--- src/rtl/rd3_cg_pkg.sv ---
// Purpose : shared types and constants for the DDR read channel 3 coordinate generator.
// Latency : n/a (package only).
// Backpress: n/a.
package rd3_cg_pkg;

    // Scan state: IDLE after reset, RUN while bursts are being issued, DONE after the last burst.
    typedef enum logic [1:0] {
        ST_IDLE = 2'd0,
        ST_RUN  = 2'd1,
        ST_DONE = 2'd2
    } state_t;

    // Bit offsets of the coordinate fields inside image_addr.
    localparam int W_LSB = 16;
    localparam int H_LSB = 0;

    // err_flags bit indices (only used when RD3_CG_ERR_EN is defined).
    localparam int ERR_CREDIT_OVF = 0;
    localparam int ERR_FRAME_OVR  = 1;

endpackage

--- src/rtl/rd3_credit_ctr.sv ---
// Purpose : saturating credit counter bounding outstanding read bursts.
// Latency : count updates on the edge after dec/inc; avail/ovf are combinational from the count.
// Backpress: avail low blocks the issuer; inc at full is dropped and flagged on ovf.
//
// Ports:
//   clk, rst  - clock, asynchronous active-high reset (count resets to CREDITS)
//   dec       - one credit consumed this cycle (only asserted while avail)
//   inc       - one credit returned this cycle
//   avail     - at least one credit held
//   ovf       - return arrived while already full (and not offset by a dec)
module rd3_credit_ctr #(
    parameter int CREDITS  = 8,
    parameter int CREDIT_W = 4
) (
    input  logic clk,
    input  logic rst,
    input  logic dec,
    input  logic inc,
    output logic avail,
    output logic ovf
);

    logic [CREDIT_W-1:0] r_cnt;
    logic                w_full;

    assign w_full = (r_cnt == CREDIT_W'(CREDITS));
    assign avail  = (r_cnt != '0);
    assign ovf    = inc & ~dec & w_full;

    // dec and inc together cancel; a lone inc at full saturates.
    always_ff @(posedge clk or posedge rst) begin
        if (rst) begin
            r_cnt <= CREDIT_W'(CREDITS);
        end else if (dec && !inc) begin
            r_cnt <= r_cnt - CREDIT_W'(1);
        end else if (inc && !dec && !w_full) begin
            r_cnt <= r_cnt + CREDIT_W'(1);
        end
    end

endmodule

--- src/rtl/rd3_coord_gen.sv ---
// Purpose : raster-scans one frame in burst steps, emitting one {w,h} coordinate per DDR read burst.
// Latency : rd_vs seen high at edge N -> RUN after N+1 -> first image_addr_valid after N+2.
// Backpress: credit counter; with no credit the scan stalls, a returned credit at edge K re-issues after K+1.
//
// Optional build macro: RD3_CG_ERR_EN adds err_flags[1:0] (sticky credit overflow / frame overrun).
//
// Ports:
//   clk, rst          - clock, asynchronous active-high reset
//   rd_vs             - read-side frame sync; rising edge starts (or restarts) a frame
//   credit_ret        - one-cycle pulse, one burst drained by the read-data path
//   image_addr_valid  - one-cycle pulse, image_addr carries a new coordinate
//   image_addr        - [16 +: IMAGE_SIZE] = w, [0 +: IMAGE_SIZE] = h, other bits 0; held while valid low
//   frame_busy        - high while in RUN
//   err_flags         - (RD3_CG_ERR_EN only) bit0 credit overflow, bit1 frame overrun
module rd3_coord_gen
    import rd3_cg_pkg::*;
#(
    parameter int IMAGE_W    = 1280,
    parameter int IMAGE_H    = 720,
    parameter int IMAGE_SIZE = 12,
    parameter int BURST_PIX  = 128,
    parameter int CREDITS    = 8,
    parameter int CREDIT_W   = 4
) (
    input  logic        clk,
    input  logic        rst,
    input  logic        rd_vs,
    input  logic        credit_ret,
    output logic        image_addr_valid,
    output logic [31:0] image_addr,
    output logic        frame_busy
`ifdef RD3_CG_ERR_EN
    ,
    output logic [1:0]  err_flags
`endif
);

    // One extra bit so w + BURST_PIX cannot wrap before the end-of-line compare.
    localparam int CW = IMAGE_SIZE + 1;

    state_t                r_state;
    state_t                w_state_nxt;
    logic                  r_vs_q;
    logic                  r_vs_d;
    logic                  w_rise;
    logic                  w_issue;
    logic                  w_line_end;
    logic                  w_last;
    logic                  w_avail;
    logic                  w_ovf;
    logic [IMAGE_SIZE-1:0] r_w_cnt;
    logic [IMAGE_SIZE-1:0] r_h_cnt;
    logic                  r_addr_vld;
    logic [31:0]           r_addr;
    logic [31:0]           w_addr_nxt;

    // rd_vs is registered before edge detection, which puts RUN one edge after
    // the first high sample and the first request one edge after that.
    assign w_rise = r_vs_q & ~r_vs_d;

    assign w_line_end = (({1'b0, r_w_cnt} + CW'(BURST_PIX)) == CW'(IMAGE_W));
    assign w_last     = w_line_end && (r_h_cnt == IMAGE_SIZE'(IMAGE_H - 1));

    always_comb begin
        w_addr_nxt                        = '0;
        w_addr_nxt[W_LSB +: IMAGE_SIZE]   = r_w_cnt;
        w_addr_nxt[H_LSB +: IMAGE_SIZE]   = r_h_cnt;
    end

    // A rise always wins over issuing: the restart cycle carries no request.
    always_comb begin
        w_state_nxt = r_state;
        w_issue     = 1'b0;
        case (r_state)
            ST_IDLE, ST_DONE: begin
                if (w_rise) w_state_nxt = ST_RUN;
            end
            ST_RUN: begin
                if (!w_rise && w_avail) begin
                    w_issue = 1'b1;
                    if (w_last) w_state_nxt = ST_DONE;
                end
            end
            default: w_state_nxt = ST_IDLE;
        endcase
    end

    always_ff @(posedge clk or posedge rst) begin
        if (rst) begin
            r_state    <= ST_IDLE;
            r_vs_q     <= 1'b0;
            r_vs_d     <= 1'b0;
            r_w_cnt    <= '0;
            r_h_cnt    <= '0;
            r_addr_vld <= 1'b0;
            r_addr     <= '0;
        end else begin
            r_state    <= w_state_nxt;
            r_vs_q     <= rd_vs;
            r_vs_d     <= r_vs_q;
            r_addr_vld <= w_issue;
            if (w_rise) begin
                r_w_cnt <= '0;
                r_h_cnt <= '0;
            end else if (w_issue) begin
                r_addr <= w_addr_nxt;
                if (w_line_end) begin
                    r_w_cnt <= '0;
                    r_h_cnt <= r_h_cnt + IMAGE_SIZE'(1);
                end else begin
                    r_w_cnt <= r_w_cnt + IMAGE_SIZE'(BURST_PIX);
                end
            end
        end
    end

    // Returns are accepted in every state; in-flight data keeps returning across a restart.
    rd3_credit_ctr #(
        .CREDITS  (CREDITS),
        .CREDIT_W (CREDIT_W)
    ) u_credit (
        .clk   (clk),
        .rst   (rst),
        .dec   (w_issue),
        .inc   (credit_ret),
        .avail (w_avail),
        .ovf   (w_ovf)
    );

    assign image_addr_valid = r_addr_vld;
    assign image_addr       = r_addr;
    assign frame_busy       = (r_state == ST_RUN);

`ifdef RD3_CG_ERR_EN
    logic [1:0] r_err;

    always_ff @(posedge clk or posedge rst) begin
        if (rst) begin
            r_err <= '0;
        end else begin
            if (w_ovf)                       r_err[ERR_CREDIT_OVF] <= 1'b1;
            if (w_rise && r_state == ST_RUN) r_err[ERR_FRAME_OVR]  <= 1'b1;
        end
    end

    assign err_flags = r_err;
`else
    // Overflow is silently absorbed by the saturating counter in this build.
    logic w_ovf_unused;
    assign w_ovf_unused = w_ovf;
`endif

endmodule

--- config.mk ---
export PLATFORM = sky130hd
export DESIGN_NAME = rd3_coord_gen
export DESIGN_NICKNAME = d
export VERILOG_FILES = /design/src/rtl/rd3_cg_pkg.sv /design/src/rtl/rd3_credit_ctr.sv /design/src/rtl/rd3_coord_gen.sv
export SDC_FILE = /design/constraint.sdc
export NUM_CORES = 1
export LEC_CHECK = 0
export ABC_AREA = 1
export BUFFER_PORTS_ARGS = -buffer_cell sky130_fd_sc_hd__buf_2
export CAP_MARGIN = 20
export CORE_UTILIZATION = 60
export CTS_CLUSTER_SIZE = 25
export DETAILED_ROUTE_END_ITERATION = 8
export GPL_TIMING_DRIVEN = 0
export PLACE_DENSITY = 0.81
export SYNTH_ARGS = -nofsm -noshare
export SYNTH_HDL_FRONTEND = slang
export SYNTH_SLANG_ARGS = --single-unit
--- constraint.sdc ---
create_clock -name clk -period 2.79 [get_ports clk]
set_input_delay 0.558 -clock clk [delete_from_list [all_inputs] [get_ports clk]]
set_output_delay 0.558 -clock clk [all_outputs]
set_load 0.05 [all_outputs]
## After elaboration in Yosys (flattened, before gate mapping)

Cells that the tools add are included.

| storage, ports and cells | value |
|---|---|
| output and inout bits | 34 |
| bits of input ports | 4 |
| bits in writable memories | 0 |
| bits in read-only memories | 0 |
| latch bits | 0 |
| word-level logic and storage cells | 56 |
| memories kept | 0 |
| register bits | 57 |

| cells by class | value |
|---|---|
| equality and inequality tests | 8 |
| shifts and indexed selects | 0 |
| mux-type cells | 14 |
| reduce and logical (&&, ||, !) cells | 18 |
| magnitude comparators | 0 |
| bitwise logic cells | 3 |
| multipliers | 0 |
| divide/modulo/power cells | 0 |
| $add $sub $neg | 5 |

Operators with widths:

| cell | count |
|---|---|
| $mux 12 | 6 |
| $add 12x8->13 const B | 1 |
| $eq 13x11->1 const B | 1 |
| $add 12x1->12 const B | 1 |
| $add 12x8->12 const B | 1 |
| $eq 12x10->1 const B | 1 |
| $mux 4 | 2 |
| $mux 2 | 3 |
| $reduce_bool 2->1 | 3 |
| $logic_and 1x1->1 | 5 |
| $add 4x1->4 const B | 1 |
| $eq 4x4->1 const B | 1 |
| $logic_not 1->1 | 4 |
| $ne 2x1->1 const B | 2 |
| $pmux 2 s2 | 1 |
| $reduce_and 2->1 | 2 |
| $reduce_bool 4->1 | 1 |
| $sub 4x1->4 const B | 1 |
| $reduce_and 3->1 | 1 |
| $eq 2x1->1 const B | 1 |
| $eq 2x2->1 const B | 1 |
| $logic_not 2->1 | 1 |
| $mux 1 | 2 |
| $ne 2x2->1 const B | 1 |
| other kinds (3) | 4 |

## Longest topological paths before layout

Gate-level depths: netlist of run 1.

| logic depth | value |
|---|---|
| word-level depth | 11 |
| depth in mapped cells | 11 |
| mapped depth without buffers | 11 |

## Hierarchy

Synthesis of run 1 repeated with hierarchy kept, for this count alone.

| second synthesis, totals | value |
|---|---|
| cells, all modules | 275 |
| area total of the unflattened synthesis | 2288.4 um2 |

By module, submodules not included:

| module | cells an instance | seq. area each (um2) | area each (um2) | times used |
|---|---|---|---|---|
| rd3_coord_gen | 226 | 975.9 | 1971.9 | 1 |
| rd3_credit_ctr | 49 | 101.3 | 316.6 | 1 |

## Worst setup path before layout of run 1

Ideal clock, no wire load.

| path | value |
|---|---|
| kind | flip-flop to flip-flop |
| start | reg r_state[0] |
| end | reg u_credit.r_cnt[2] |
| buffers on the path | 0 |
| setup time | 121 ps |
| path slack | 969 ps |
| required time | 2669 ps |
| cell stages (with the launch flop) | 12 |
| arrival time | 1700 ps |
| path through | dfrtp_1 -> inv_2 -> nor2_4 -> nand3_4 -> nor2_2 -> nand2_1 -> nand2_1 -> inv_1 -> ha_1 -> a21oi_1 -> xnor2_1 -> o21ai_1 |

| between the ends | value |
|---|---|
| word-level cells in the longest chain between the ends | 6 |
| elaborated cells between the ends (all ways) | 8 |

RTL lines:

| element | RTL line | RTL |
|---|---|---|
| from (decl) | rd3_coord_gen.sv:41 | `state_t r_state;` |
| from (signal assigned) | rd3_coord_gen.sv:98 | `r_state <= w_state_nxt;` |
| $eq 2x1->1 * | n/a |  |
| via frame_busy | rd3_coord_gen.sv:31 | `output logic frame_busy` |
| $mux 1 * | rd3_coord_gen.sv:74 | `case (r_state)` |
| $logic_not 1->1 | rd3_credit_ctr.sv:36 | `end else if (inc && !dec && !w_full) begin` |
| $logic_and 1x1->1 (2 in a row) | rd3_credit_ctr.sv:36 |  |
| $reduce_bool 2->1 (no line) | n/a |  |
| to (signal assigned) | rd3_credit_ctr.sv:33 | `r_cnt <= CREDIT_W'(CREDITS);` |
| to (signal assigned) | rd3_credit_ctr.sv:35 | `r_cnt <= r_cnt - CREDIT_W'(1);` |
| to (signal assigned) | rd3_credit_ctr.sv:37 | `r_cnt <= r_cnt + CREDIT_W'(1);` |
| to (decl) | rd3_credit_ctr.sv:23 | `logic [CREDIT_W-1:0] r_cnt;` |

Mark *: on every way through the listed nets, which the timed path passes. The rest lies on a longest branch.
A chain may end at the register's enable or synchronous reset.

## Worst setup path in the final report of run 1

| path | value |
|---|---|
| start | reg u_credit.r_cnt[3] |
| end | reg u_credit.r_cnt[2] |

| between the ends | value |
|---|---|
| word-level cells in the longest chain between the ends | 8 |
| elaborated cells between the ends (all ways) | 12 |

RTL lines:

| element | RTL line | RTL |
|---|---|---|
| $reduce_bool 4->1 | rd3_credit_ctr.sv:27 | `assign avail = (r_cnt != '0);` |
| $logic_and 1x1->1 | rd3_coord_gen.sv:79 | `if (!w_rise && w_avail) begin` |
| $mux 1 | rd3_coord_gen.sv:79 |  |
| $mux 1 | rd3_coord_gen.sv:74 |  |
| $logic_not 1->1 | rd3_credit_ctr.sv:36 |  |
| $logic_and 1x1->1 (2 in a row) | rd3_credit_ctr.sv:36 |  |
| $reduce_bool 2->1 (no line) | n/a |  |

Several ways; a longest one is shown, not always the timed one.

==> results of run 1 <==
==> metrics by stage <==
| step | hold slack [ns] | worst slack [ns] | util, % | power [mW] | instance area, um2 |
|---|---|---|---|---|---|
| CTS | 0.358 | 0.931 | 74.2 | 2.27 | 2570 |
| floorplan | 0.372 | 0.969 | - | 1.64 | 2310 |
| finish | 0.360 | 0.935 | 74.2 | 2.25 | 2570 |
| detailed placement | 0.388 | 0.936 | 71.4 | 1.84 | 2470 |
| global route | 0.354 | 0.751 | 74.2 | 2.41 | 2570 |
| global placement | 0.383 | 0.721 | 71.4 | 1.82 | 2470 |
==> cells by family after synthesis <==
group	share of synthesized area, %
simple gates	22.3
buf+inv	12.7
compound gates	11.6
flops	47.8
xor+xnor	3.88
fa+ha+maj	1.66
other cells	0.166
==> worst min path at each step <==
| stage | from | end | depth (start not counted) |
|---|---|---|---|
| after floorplan | r_vs_q | r_vs_d | 0 |
| after global placement | r_vs_q | r_vs_d | 0 |
| after detailed placement | r_vs_q | r_vs_d | 0 |
| after CTS | rd_vs | r_vs_q | 1 |
| after global routing | rd_vs | r_vs_q | 1 |
| final | rd_vs | r_vs_q | 1 |
==> routing by layer <==
| metal | wire length (um) | track usage, % | vias to the layer above |
|---|---|---|---|
| li1 | - | - | 929 |
| met1 | 1860 | 29.1 | 829 |
| met2 | 2000 | 38.3 | 33 |
| met3 | 200 | 5.07 | 8 |
| met4 | 86 | 11.1 | 0 |
| met5 | 0 | 0 | - |
==> placed cells by master, fill, tap and decap left out, drive strengths merged, types with 2 or more instances in the layout <==
cell    instances
buf            42
a21oi           3
clkbuf         10
nor4            3
nand4           3
nand3          28
nor3            2
nand2          60
ha              3
nor2           14
dfrtp          42
o21ai          38
o22ai           3
xor2            9
inv            35
conb           15
==> flip-flops by register name (all words and copies together) (netlist names) <==
name,cells
u_credit.r_cnt,4
r_w_cnt,5
r_h_cnt,12
r_vs_d,1
r_state,2
image_addr,17
image_addr_valid,1
r_vs_q,1
==> power breakdown <==
part / leakage [nW] / switching [mW] / internal, mW / total, mW
registers: 0.572 / 0.108 / 0.760 / 0.868
logic: 0.687 / 0.688 / 0.273 / 0.961
clock network: 0.0515 / 0.197 / 0.226 / 0.423
==> area by class of cell <==
type | count | area share [%]
Timing Repair Buffer | 22 | 4.28
Tap cell | 46 | 2.24
Inverter | 35 | 5.10
Multi-Input combinational cell | 184 | 36.7
Clock buffer | 8 | 3.89
Sequential cell | 43 | 41.8
Buffer | 22 | 5.98
==> results by group, run 1 <==
CTS
  – Clock Path Buffers: 2
  – Worst-path clk slew: around 0.070 ns
  – Clk root buf: clkbuf_8
  – H-tree levels: 2
  – Hold buffers post-CTS: 0
  – Number of buffers created by CTS: 5
  – Clk_lat worst skew: about 0.30 ns
  – Gates resized, CTS repair: 0
  – Clock sinks: 43
  – Setup Buffers After CTS: 0
  – TritonCTS clock tree: yes

Worst setup path
  – Reg2Reg Depth: 11
  – Reg2Reg Capture Point: u_credit.r_cnt[2]
  – R2r setup slk: 0.93 ns
  – WS Path Type: flip-flop to flip-flop
  – CP bufs+invs: 1
  – CP max-delay cell: dfstp_2
  – Worst path top cell family by delay: simple AND/OR/NAND/NOR gates
  – CP arrival: 2.05 ns
  – CP Data Required Time: 2.98 ns
  – Worst Setup SP: u_credit.r_cnt[3]
  – Critical path depth: 11
  – CP most frequent cell: nand2_1
  – R2r startpoint: u_credit.r_cnt[3]
  – Crit-path max FO: 5
  – Worst setup SP type: flip-flop
  – Crit. End Element: flip-flop
  – Worst-path cell chain: nor2_1, nand2_1, nand3_4, nor2_2, nand2_1, nand2_1, inv_1, ha_1, a21oi_1, xnor2_1, o21ai_1
  – Slowest Stage Delay on Critical Path: 0.56 ns
  – Worst Setup EP: u_credit.r_cnt[2]

Synth
  – Synth Area per Inst: 8.35 um2
  – Post-synth top flop: dfrtp_1
  – #FFs+latches synth: 43
  – Asr flop ratio synth: 100%
  – Post-synth cell types: 30
  – Post-synth top cells: 58 x nand2_1, 42 x dfrtp_1, 33 x inv_1
  – Dominant cells by area after synthesis: dfrtp_1 47%, nand2_1 9.7%, o21ai_0 6.4%, nand3_1 6.0%, inv_1 5.5%
  – YS warnings: 0
  – Cells after Synth: 270
  – Share of the synthesized area in the top cell type: 46.6%
  – Top-count cell post-synth: nand2_1
  – Cell taking the most area after synthesis: dfrtp_1
  – EDFF count, synth: 0
  – Synth Cell Area: 2250 um2
  – Seq/Total Area, Yosys: a little under half

STA
  – Final setup vio count: 0
  – RSZ-0062 raised after global routing: no
  – Period utilization: 66.5%
  – Pins Over Slew Limit: 0
  – Fin. Hold Viols: 0
  – F_max: between 500 and 600 MHz
  – Worst Tran Pin Value: about 0.84 ns
  – Setup TNS: 0 ns
  – Final Skew: 0.00293 ns
  – Worst slew margin: about 44%
  – Fin crit period: ~1.9 ns

Cells and area
  – Layout cell share with drive strength beyond 1: 21.0%
  – Nets: between 300 and 400
  – Fillers: approximately 270
  – Storage cell area: 1080 um2
  – Ant diodes: 0
  – Multi-input logic area: ~940 um2
  – Non-Filler Instances: 360
  – Area delta synth->final: 14.2%

Global route
  – Overall Global Routing Usage: 23.3%
  – Largest net degree at the start of global routing: 44
  – Grt total ovfl: 0
  – Initial antenna violation count: 0
  – Number of global-route vias before repair: 1,627
  – First-pass GRT wire length: 7.09 mm

Run status
  – Run status: completed

Route
  – Routed WL per cell: 11.5 um
  – Post-DR vias/cell: 5.00
  – Detailed Route Iter0 Violations: between 80 and 90
  – Antenna viol nets, final: 0
  – DR vias: between 1,500 and 2,000
  – Drt drc: 0
  – Post-Route WL: a little over 4 mm
  – 1st-pass router iterations: 5

Placed design
  – Final Wtd Congestion: 0.857
  – Post-Place Cells: about 350
  – HPWL Detailed: about 3.0 mm
  – Port Buffers: 22

Floorplan
  – # IOs: 38
  – Row count: 21
  – Core area: 3470 um2
  – DIE HEIGHT: 63.3 um
  – Die X-Extent: roughly 63 um
  – Initial Utilization: 65.0%
  – Die footprint: 4010 um2

Power and ir drop
  – Leak: 1.31 nW
  – Worst IR Drop VDD: around 0.00059 V
  – Pwr Density: 875 nW/um2

Flow run
  – Max Cap Violations: 0

Hold path
  – Worst Hold Class: input pin to flip-flop
(Power assumes the default switching activity.)
==> run 2, diff against run 1 <==
Settings changed: CORE_UTILIZATION 60 to 56, PLACE_DENSITY 0.81 to 0.76.
Clock period 2.79 ns to 1.8 ns, I/O delays scaled along.
==> results by group, run 2 (synthesized netlist as in run 1, its figures left out) <==
Run status
  – Run status: finished with violations
  – Failing checks: negative setup slack

Power and ir drop
  – Worst IR Drop VDD: 0.000841 V (+43%)
  – Total power: 3.65 mW (+62%)
  – Pwr Density: 1350 nW/um2 (+54%)
  – Leak: 1.37 nW (+4.8%)

STA
  – Final setup vio count: 1 (+1)
  – Worst Tran Pin Value: 0.879 ns (+0.0407 ns)
  – Setup WS post-layout: -0.00171 ns (-0.936 ns)
  – F_max: 555 MHz (+3.0%)
  – Worst slew margin: 41.3% (-2.7 points)
  – Pins Over Slew Limit: 0 (unchanged)
  – RSZ-0062 raised after global routing: yes
  – Final Skew: 0.00796 ns (+0.00503 ns)
  – Fin crit period: 1.80 ns (-0.0537 ns)
  – Period utilization: 100% (+34 points)
  – Fin. Hold Viols: 0 (unchanged)
  – Setup TNS: -0.00171 ns (-0.00171 ns)

Cells and area
  – Fillers: 299 (+11%)
  – Max reg flops: 17 (unchanged)
  – Most frequent cells in the layout: 52 x nand2_1, 42 x dfrtp_1, 32 x inv_1
  – Area delta synth->final: 20.3%
  – Design area: 2710 um2 (+5.3%)
  – Ant diodes: 0 (unchanged)
  – Commonest non-fill, non-tap cell in the layout: nand2_1
  – Nets: 331 (+3.4%)
  – Layout cell share with drive strength beyond 1: 27.1% (+6.1 points)

Worst setup path
  – Crit-path max FO: 5 (unchanged)
  – WS Path Type: flip-flop to flip-flop
  – CP Data Required Time: 1.98 ns (-1.00 ns)
  – Crit. End Element: flip-flop
  – CP arrival: 1.99 ns (-0.06 ns)
  – Reg2Reg Depth: 11 (unchanged)
  – Worst setup SP type: flip-flop

Route
  – Drt drc: 0 (unchanged)
  – Routed WL per cell: 12.3 um (+6.5%)
  – Post-DR vias/cell: 5.06 (+1.2%)
  – 1st-pass router iterations: 4 (-1)
  – Post-Route WL: 4.58 mm (+10%)
  – DR vias: 1,886 (+4.8%)
  – Antenna viol nets, final: 0 (unchanged)
  – Detailed Route Iter0 Violations: 121 (+48%)

Placed design
  – Post-DP Area: 2480 um2 (+0.10%)
  – Final Wtd Congestion: 0.864 (+0.83%)
  – Port Buffers: 22 (unchanged)
  – HPWL Detailed: 3.09 mm (+1.6%)

Global route
  – Overall Global Routing Usage: 22.5% (-0.79 points)
  – Grt total ovfl: 0 (unchanged)
  – Largest net degree at the start of global routing: 44 (unchanged)
  – Number of global-route vias before repair: 1,647 (+1.2%)
  – Initial antenna violation count: 0 (unchanged)
  – First-pass GRT wire length: 7.29 mm (+2.7%)

CTS
  – Clk root buf: clkbuf_8
  – Clock Path Buffers: 2 (unchanged)
  – Worst-path clk slew: 0.08 ns (about the same)
  – H-tree levels: 2 (unchanged)
  – Number of buffers created by CTS: 5 (unchanged)
  – TritonCTS clock tree: yes
  – Hold buffers post-CTS: 0 (unchanged)
  – Clk_lat worst skew: 0.30 ns (about the same)
  – Clock sinks: 43 (unchanged)

Floorplan
  – Row count: 22 (+4.8%)
  – Die footprint: 4280 um2 (+6.9%)
  – DIE HEIGHT: 65.5 um (+3.4%)
  – Die X-Extent: 65.5 um (+3.4%)
  – # IOs: 38 (unchanged)
  – Core area: 3770 um2 (+8.7%)
  – Initial Utilization: 59.8% (-5.2 points)

Hold path
  – Worst Hold Class: input pin to flip-flop
  – Worst hold stages: 1 (unchanged)

Flow run
  – Max Cap Violations: 0 (unchanged)
run 2: cell types whose count changed in the layout (fill, tap and decap cells not counted), moves of 2 or more:
cell,before,now
nand2_4,0,2
nor2_1,11,9
nand2_1,58,52
buf_4,16,26
clkbuf_8,7,5
nand2_2,2,6
run 2: area by class of cell:
cell class / count / area [um2] / area share (%)
tap: 48 / 60.1 / 2.21
clock inverter: 2 / 12.5 / 0.461
buffer: 22 / 158 / 5.81
clock buffer: 6 / 72.6 / 2.68
timing repair buffer: 33 / 210 / 7.75
inverter: 35 / 131 / 4.84
sequential: 43 / 1080 / 39.7
multi-input combinational: 184 / 991 / 36.5
run 2: stage by stage:
stage | util [%] | cells | hold slack [ns] | worst slack, ns
6_report | 71.9 | 373 | 0.162 | -0.00171
3_5_place_dp | 65.7 | 354 | 0.379 | -0.0856
5_1_grt | 71.9 | 373 | 0.150 | -0.153
4_1_cts | 68.4 | 363 | 0.157 | 0.0110
2_1_floorplan | - | 284 | 0.372 | -0.0211
3_3_place_gp | 65.7 | 354 | 0.379 | -0.0845
run 2: routing by layer:
metal | global-route usage (%) | routed length, um | share of wire (%)
met5 | 0 | 0 | 0
met1 | 29.8 | 2210 | 48
met4 | 5.71 | 44 | 0.96
met3 | 5.90 | 180 | 3.9
met2 | 36.5 | 2150 | 47
run 2: worst paths after layout:
kind	start	to	slack, ns
max	r_w_cnt[7]	r_h_cnt[11]	-0.002
min	rd_vs	r_vs_q	0.16
max reg2reg	r_w_cnt[7]	r_h_cnt[11]	-0.002
min reg2reg	r_vs_q	r_vs_d	0.40
max in group asynchronous	rst	r_h_cnt[7]	1.01
min in group asynchronous	rst	r_vs_d	0.24
run 2: report_power, final:
group          leakage, nW  switching [mW]  internal, mW
logic                0.760            1.14         0.561
registers            0.572           0.177          1.18
clock network       0.0412           0.327         0.271
run 2: what timing repair did:
item | 4_1_cts | 5_1_grt
resized for setup | 3 | 12
setup buffers | 1 | 9
endpoints found under the setup margin | 1 | 15
cloned | 0 | 1
pin swaps | 1 | 6
run 2: critical path: stages (launching register included):
cell and delay, ns:
dfrtp_1 0.39, ha_2 0.19, xor2_1 0.13, inv_1 0.09
nand3_2 0.09, nor2_2 0.12, nand2_2 0.12, o21ai_4 0.20
inv_2 0.09, buf_8 0.14, nand2_1 0.05, o21ai_1 0.06
